## src/rtl/seq_mult_unit_if.sv

```systemverilog
// Issue-side bundle for the iterative multiplier.
// master drives requests; slave is the multiplier.
interface seq_mult_unit_if #(
    parameter int WIDTH = 32
);
    logic                   start;
    logic                   flush;
    logic                   sign;
    logic                   accumulate;
    logic [WIDTH-1:0]       op_a;
    logic [WIDTH-1:0]       op_b;
    logic [2*WIDTH-1:0]     acc_in;
    logic                   busy;
    logic                   done;
    logic [2*WIDTH-1:0]     product;

    modport master (
        output start, flush, sign, accumulate,
        output op_a, op_b, acc_in,
        input  busy, done, product
    );

    modport slave (
        input  start, flush, sign, accumulate,
        input  op_a, op_b, acc_in,
        output busy, done, product
    );
endinterface

```

## src/rtl/seq_mult_unit.sv

```systemverilog
// Iterative shift-add multiplier retiring STEP multiplier bits per cycle,
// with signed/unsigned operands and optional accumulate.
module seq_mult_unit #(
    parameter int WIDTH = 32,
    parameter int STEP  = 1
) (
    input  logic          clk,
    input  logic          rst_n,
    seq_mult_unit_if.slave bus
);
    localparam int N  = WIDTH / STEP;
    localparam int CW = $clog2(N + 1);

    typedef enum logic [1:0] {IDLE, RUN, FIX} state_t;

    state_t               state;
    state_t               state_nx;
    logic [2*WIDTH-1:0]   mcand;
    logic [2*WIDTH-1:0]   partial;
    logic [2*WIDTH-1:0]   acc_q;
    logic [2*WIDTH-1:0]   addend;
    logic [2*WIDTH-1:0]   signed_sum;
    logic [2*WIDTH-1:0]   fixed;
    logic [WIDTH-1:0]     mplier;
    logic [WIDTH-1:0]     mag_a;
    logic [WIDTH-1:0]     mag_b;
    logic [CW-1:0]        cnt;
    logic                 neg;
    logic                 acc_en;
    logic                 accept;
    logic                 busy_nx;
    logic                 done_nx;

    assign accept = (state == IDLE) && bus.start && !bus.flush;

    // Most-negative operand negates to itself, which reads correctly as unsigned.
    assign mag_a = (bus.sign && bus.op_a[WIDTH-1]) ? -bus.op_a : bus.op_a;
    assign mag_b = (bus.sign && bus.op_b[WIDTH-1]) ? -bus.op_b : bus.op_b;

    always_comb begin
        addend = '0;
        for (int k = 0; k < STEP; k++) begin
            if (mplier[k]) addend = addend + (mcand << k);
        end
    end

    assign signed_sum = neg ? -partial : partial;
    assign fixed      = signed_sum + (acc_en ? acc_q : '0);

    always_ff @(posedge clk or negedge rst_n) begin
        if (!rst_n) state <= IDLE;
        else        state <= state_nx;
    end

    always_comb begin
        state_nx = state;
        unique case (state)
            IDLE: if (accept) state_nx = RUN;
            RUN: begin
                if (bus.flush)            state_nx = IDLE;
                else if (cnt == CW'(1))   state_nx = FIX;
            end
            FIX:     state_nx = IDLE;
            default: state_nx = IDLE;
        endcase
    end

    always_comb begin
        busy_nx = (state_nx != IDLE);
        done_nx = (state == FIX) && !bus.flush;
    end

    always_ff @(posedge clk or negedge rst_n) begin
        if (!rst_n) begin
            bus.busy <= 1'b0;
            bus.done <= 1'b0;
        end else begin
            bus.busy <= busy_nx;
            bus.done <= done_nx;
        end
    end

    always_ff @(posedge clk or negedge rst_n) begin
        if (!rst_n) begin
            mcand   <= '0;
            mplier  <= '0;
            partial <= '0;
            acc_q   <= '0;
            cnt     <= '0;
            neg     <= 1'b0;
            acc_en  <= 1'b0;
        end else if (accept) begin
            mcand   <= {{WIDTH{1'b0}}, mag_a};
            mplier  <= mag_b;
            partial <= '0;
            acc_q   <= bus.acc_in;
            cnt     <= CW'(N);
            neg     <= bus.sign & (bus.op_a[WIDTH-1] ^ bus.op_b[WIDTH-1]);
            acc_en  <= bus.accumulate;
        end else if (state == RUN && !bus.flush) begin
            partial <= partial + addend;
            mplier  <= mplier >> STEP;
            mcand   <= mcand << STEP;
            cnt     <= cnt - CW'(1);
        end
    end

    always_ff @(posedge clk or negedge rst_n) begin
        if (!rst_n)                         bus.product <= '0;
        else if (state == FIX && !bus.flush) bus.product <= fixed;
    end
endmodule

```

## src/flat_wrapper.sv

```systemverilog
// flat-port wrapper written by rule: the top's interface ports become plain ports
module seq_mult_unit_flat 
#(
    parameter int WIDTH = 32,
    parameter int STEP  = 1
)
  (clk, rst_n, bus_start, bus_flush, bus_sign, bus_accumulate, bus_op_a, bus_op_b, bus_acc_in, bus_busy, bus_done, bus_product);
  seq_mult_unit_if #(.WIDTH(WIDTH)) bus_i ();
  input  logic clk;
  input  logic rst_n;
  input wire logic [$bits(bus_i.start)-1:0] bus_start;
  input wire logic [$bits(bus_i.flush)-1:0] bus_flush;
  input wire logic [$bits(bus_i.sign)-1:0] bus_sign;
  input wire logic [$bits(bus_i.accumulate)-1:0] bus_accumulate;
  input wire logic [$bits(bus_i.op_a)-1:0] bus_op_a;
  input wire logic [$bits(bus_i.op_b)-1:0] bus_op_b;
  input wire logic [$bits(bus_i.acc_in)-1:0] bus_acc_in;
  output wire logic [$bits(bus_i.busy)-1:0] bus_busy;
  output wire logic [$bits(bus_i.done)-1:0] bus_done;
  output wire logic [$bits(bus_i.product)-1:0] bus_product;
  assign bus_i.start = bus_start;
  assign bus_i.flush = bus_flush;
  assign bus_i.sign = bus_sign;
  assign bus_i.accumulate = bus_accumulate;
  assign bus_i.op_a = bus_op_a;
  assign bus_i.op_b = bus_op_b;
  assign bus_i.acc_in = bus_acc_in;
  assign bus_busy = bus_i.busy;
  assign bus_done = bus_i.done;
  assign bus_product = bus_i.product;
  seq_mult_unit #(.WIDTH(WIDTH), .STEP(STEP)) u_core (.clk(clk), .rst_n(rst_n), .bus(bus_i));
endmodule
```

## config.mk

```make
export PLATFORM = sky130hd
export DESIGN_NAME = seq_mult_unit_flat
export DESIGN_NICKNAME = d
export VERILOG_FILES = /design/src/rtl/seq_mult_unit_if.sv /design/src/rtl/seq_mult_unit.sv /design/src/flat_wrapper.sv
export SDC_FILE = /design/constraint.sdc
export NUM_CORES = 1
export LEC_CHECK = 0
export BUFFER_PORTS_ARGS = -buffer_cell sky130_fd_sc_hd__buf_2
export CAP_MARGIN = 40
export CORE_MARGIN = 2
export CORE_UTILIZATION = 32
export DETAILED_ROUTE_END_ITERATION = 6
export PLACE_DENSITY = 0.45
export SLEW_MARGIN = 30
export SYNTH_ARGS = -nofsm -noshare
export SYNTH_HDL_FRONTEND = slang
export SYNTH_SLANG_ARGS = --single-unit
```

## constraint.sdc

```tcl
create_clock -name clk -period 7.1 [get_ports clk]
set_input_delay 0.355 -clock clk [delete_from_list [all_inputs] [get_ports clk]]
set_output_delay 0.355 -clock clk [all_outputs]
set_load 0.01 [all_outputs]
```

==> impl_metrics.tcl <==
set metrics [dict create \
    internal_power_mw 4.60 \
    synth_enable_flop_cells 0 \
    synthTopCellsByCount "sky130_fd_sc_hd__nand2_1, sky130_fd_sc_hd__dfrtp_1, sky130_fd_sc_hd__o21ai_0" \
    port_buffers 199 \
    die_w_um 265 \
    synth_top_area_cell "sky130_fd_sc_hd__dfrtp_1" \
    power_mw 7.92 \
    antenna_found_initial 2 \
    core_area_um2 67300 \
    post-dp-hpwl_mm 51.9 \
    fmax_mhz 164 \
    cp_data_required_time_ns 7.54 \
    placed_area_um2 23500 \
    power.combinational.fraction_pct 44.0 \
    worst_slack_ns 1.02 \
    ios 200 \
    timing.critical_path.mode_cell "sky130_fd_sc_hd__or3_1" \
    antenna_violating_nets_post_route 0 \
    critPathLaunch "u_core.partial[15]" \
    yosys-mux-area-fraction_pct 0.0978 \
    critical_path.max_fanout 6 \
    numCtsBuffers 39 \
    ir_drop_uv 197 \
    synth_area_in_compound_gates_pct 24.2 \
    dr.pass1.iters 5 \
    floorplan.die.height_um 265 \
    dr_total_vias 19200 \
    clock_slew_at_reported_path_ffs_ns 0.06 \
    largest_net_degree_at_the_start_of_global_routing 106 \
    route.detailed.drc 0 \
    slew_viol_final 0 \
    fin_worst_skew_ns 0.0194 \
    cellPowerDensity_nw_per_um2 311 \
    largest_family_of_logic_cells_by_synthesized_area "compound AO/OA/AOI/OAI gates" \
    worst_pin_slew_ns 0.890 \
    clk_latency_ns 0.56 \
    total_switching_power_mw 3.32 \
    post_synth_fa_ha_maj_area_fraction_pct 8.53 \
    timing.final.crit_share_pct 85.7 \
    timing.critical_path.to_type "flop" \
    postSynth.asyncResetShare_pct 100 \
    post_layout_nonfiller_instances 3696 \
    holdCritPathClass "primary input to flop" \
    area_growth_syn_to_layout_pct 17.0 \
    fin_tns_setup_ns 0 \
    globalplace.congestion 0.848 \
    rr_startpoint "u_core.partial[15]" \
    synthesis.nets 2903 \
    maxCapViolations 0 \
    synth-simple-area-share_pct 19.5 \
    power_frac_seq_pct 30.7 \
    crit_type "flop to flop" \
    cts.repair_timing.setup_buffer_count 0 \
    result_of_the_run "finished, final reports clean" \
    pre_cts_slack_ns 0.983 \
    setup_viol 0 \
    hp-start "bus_acc_in[23]" \
    detail_route.wirelength_mm 67.7 \
    fp-row-count 95 \
    max_slew_margin_pct 40.6 \
    cp_slowest_cell "sky130_fd_sc_hd__or4_1" \
    dominantRegCellSynth "sky130_fd_sc_hd__dfrtp_1" \
    clock_path_buffers 3 \
    ys_ff_latch 300 \
    design_area_um2 25400 \
    grt_pass1_vias 19200 \
    clock_tree.htree_level_count 2 \
    cp-start-kind "flop" \
    number_of_placed_instances_taps_included 3563 \
    floorplan.initialDensity_pct 32.3 \
    switching_share_pct 42.0 \
    tritoncts "built" \
    timing.final.hold_violations 0 \
    detail_route.vias_per_cell 5.20 \
    crit_path_max_incr_delay_ns 0.62 \
    fin_crit_ns 6.08 \
    most_common_cell_in_the_netlist "sky130_fd_sc_hd__nand2_1" \
    post_synth_xor_area_fraction_pct 9.75 \
    synth_area_per_cell_um2 8.29 \
    p_leak_nw 11.9 \
    track_usage_pct 19.2 \
    clockRootBuffer "sky130_fd_sc_hd__clkbuf_16" \
    synth.yosys.seq_area_share_pct 34.5 \
    cp_data_arrival_time_ns 6.52 \
    cts.sinks 300 \
    wire_per_inst_um 18.3 \
    syn_area_um2 21700 \
    share_of_layout_cells_above_drive_strength_1_pct 11.4 \
    cp_cell_sequence "or4_4 > or4b_4 > or4_1 > or3_1 > o31ai_1 > xnor2_1 > ha_1 > and3_1 > nand2_1 > or3_1 > o2111ai_1 > a31o_2 > a21oi_1 > o311ai_0 > a21oi_1 > and4_1 > or3_1" \
    rsz_0062_raised_after_global_routing "false" \
    netlist_top_cells_area "sky130_fd_sc_hd__dfrtp_1, sky130_fd_sc_hd__ha_1, sky130_fd_sc_hd__nand2_1" \
    globalRoute.totalOverflow 0 \
    ys_types 70 \
    dieArea_um2 70100 \
    clock_power_share_pct 25.3 \
    layout.nets 3074 \
    antenna_cells_inserted 0 \
    critical_path_buf_inv_count 0 \
    synthCells 2622 \
    synth_top_area_share_pct 34.5 \
    drt-initial-drc-count 1048 \
    synthesis.yosys.warnings 0 \
    critPathTopFamily "simple AND/OR/NAND/NOR gates" \
    grt_first_pass_wirelength_mm 107 \
]
==> per-layer routing <==
layer | vias to the layer above | global-route usage (%) | wire length, um
met5 | - | 0 | 27
met4 | 4 | 4.06 | 1260
met3 | 77 | 2.81 | 2670
met2 | 342 | 29.5 | 28700
met1 | 9103 | 28.5 | 35100
li1 | 9686 | - | -
==> area by class of cell <==
type	instances	area [um^2]
Fill cell	6942	41800
Multi-Input combinational cell	2122	13500
Sequential cell	300	7510
Clock inverter	24	199
Tap cell	873	1090
Inverter	50	188
Clock buffer	47	1090
Timing Repair Buffer	280	1850
==> layout by cell type (no fill, tap or decap), drive strengths merged, types with 10 or more instances in the layout <==
cell type    synthesis  layout
clkbuf             145      47
o21ai              300     300
and2               134     134
or3                 25      25
nand2              449     449
o31ai               38      38
a22o                37      37
o21bai              27      27
or2                 15      15
a22oi               59      59
a211oi              10      10
nor3                30      30
dlygate4sd3          0      59
inv                 49      50
xnor2              144     144
nor4                15      15
buf                  5     221
ha                 145     145
nor2               101     101
or4                 19      19
o21a                16      16
nand2b              17      17
a21o                87      87
clkinv               1      18
xor2                98      98
nand4               44      44
nor2b               12      12
a31oi               19      19
o41ai               15      15
nand3               15      15
dfrtp              300     300
a21oi              163     163
==> worst register-to-register path, cell delays in order, from the launching register on <==
cell and delay (ns):
sky130_fd_sc_hd__dfrtp_1 0.43, sky130_fd_sc_hd__or4_4 0.57, sky130_fd_sc_hd__or4b_4 0.50, sky130_fd_sc_hd__or4_1 0.62, sky130_fd_sc_hd__or3_1 0.44, sky130_fd_sc_hd__o31ai_1 0.27, sky130_fd_sc_hd__xnor2_1 0.12, sky130_fd_sc_hd__ha_1 0.40
sky130_fd_sc_hd__and3_1 0.25, sky130_fd_sc_hd__nand2_1 0.10, sky130_fd_sc_hd__or3_1 0.41, sky130_fd_sc_hd__o2111ai_1 0.22, sky130_fd_sc_hd__a31o_2 0.17, sky130_fd_sc_hd__a21oi_1 0.13, sky130_fd_sc_hd__o311ai_0 0.56, sky130_fd_sc_hd__a21oi_1 0.21
sky130_fd_sc_hd__and4_1 0.24, sky130_fd_sc_hd__or3_1 0.34
==> worst paths after layout <==
path | depth (start not counted) | slack (ns) | end
max | 17 | 1.02 | u_core.bus.product[58]
min in group asynchronous | 2 | 0.48 | u_core.mcand[20]
max reg2reg | 17 | 1.02 | u_core.bus.product[58]
min | 3 | 0.02 | u_core.acc_q[23]
min reg2reg | 2 | 0.47 | u_core.acc_q[59]
max in group asynchronous | 4 | 5.37 | u_core.acc_q[53]
==> metrics by stage <==
| stage | hold WS (ns) | util, % |
|---|---|---|
| after CTS | 0.00968 | 37.7 |
| final | 0.0243 | 37.8 |
| after global routing | 0.0176 | 37.8 |
| after global placement | 0.455 | 34.8 |
| after floorplan | 0.0594 | - |
| after detailed placement | 0.454 | 34.9 |
==> registers in the layout (all words and copies together), names as in the netlist <==
signal,flops
u_core.acc_en,1
u_core.cnt,6
u_core.bus.done,1
u_core.state,2
u_core.bus.product,64
u_core.mcand,64
u_core.acc_q,64
u_core.neg,1
u_core.mplier,32
u_core.partial,64
u_core.bus.busy,1
==> logic make-up (layout without fill, tap and decap cells) <==
family | Yosys count | count (layout)
muxes | 2 | 2
buffers and inverters | 200 | 401
DFF | 300 | 300
adders and majority gates | 147 | 147
and+or+nand+nor | 894 | 894
AOI/OAI and AO/OA | 837 | 837
xor gates and xnor gates | 242 | 242
==> timing repair <==
item / CTS / global route
endpoints found under the hold margin: 159 / 0
resized for setup: 0 / 0
hold buffers: 59 / 0
==> power by group through the flow <==
stage / Combinational [mW] / Clock [mW] / Sequential (mW)
final: 3.49 / 2.00 / 2.43
after global routing: 3.91 / 2.14 / 2.49
after CTS: 3.50 / 2.08 / 2.43
after detailed placement: 3.46 / 0 / 2.46
after global placement: 3.46 / 0 / 2.44
after floorplan: 2.46 / 0 / 2.35
Note: power is estimated with default switching activity, not from simulation.
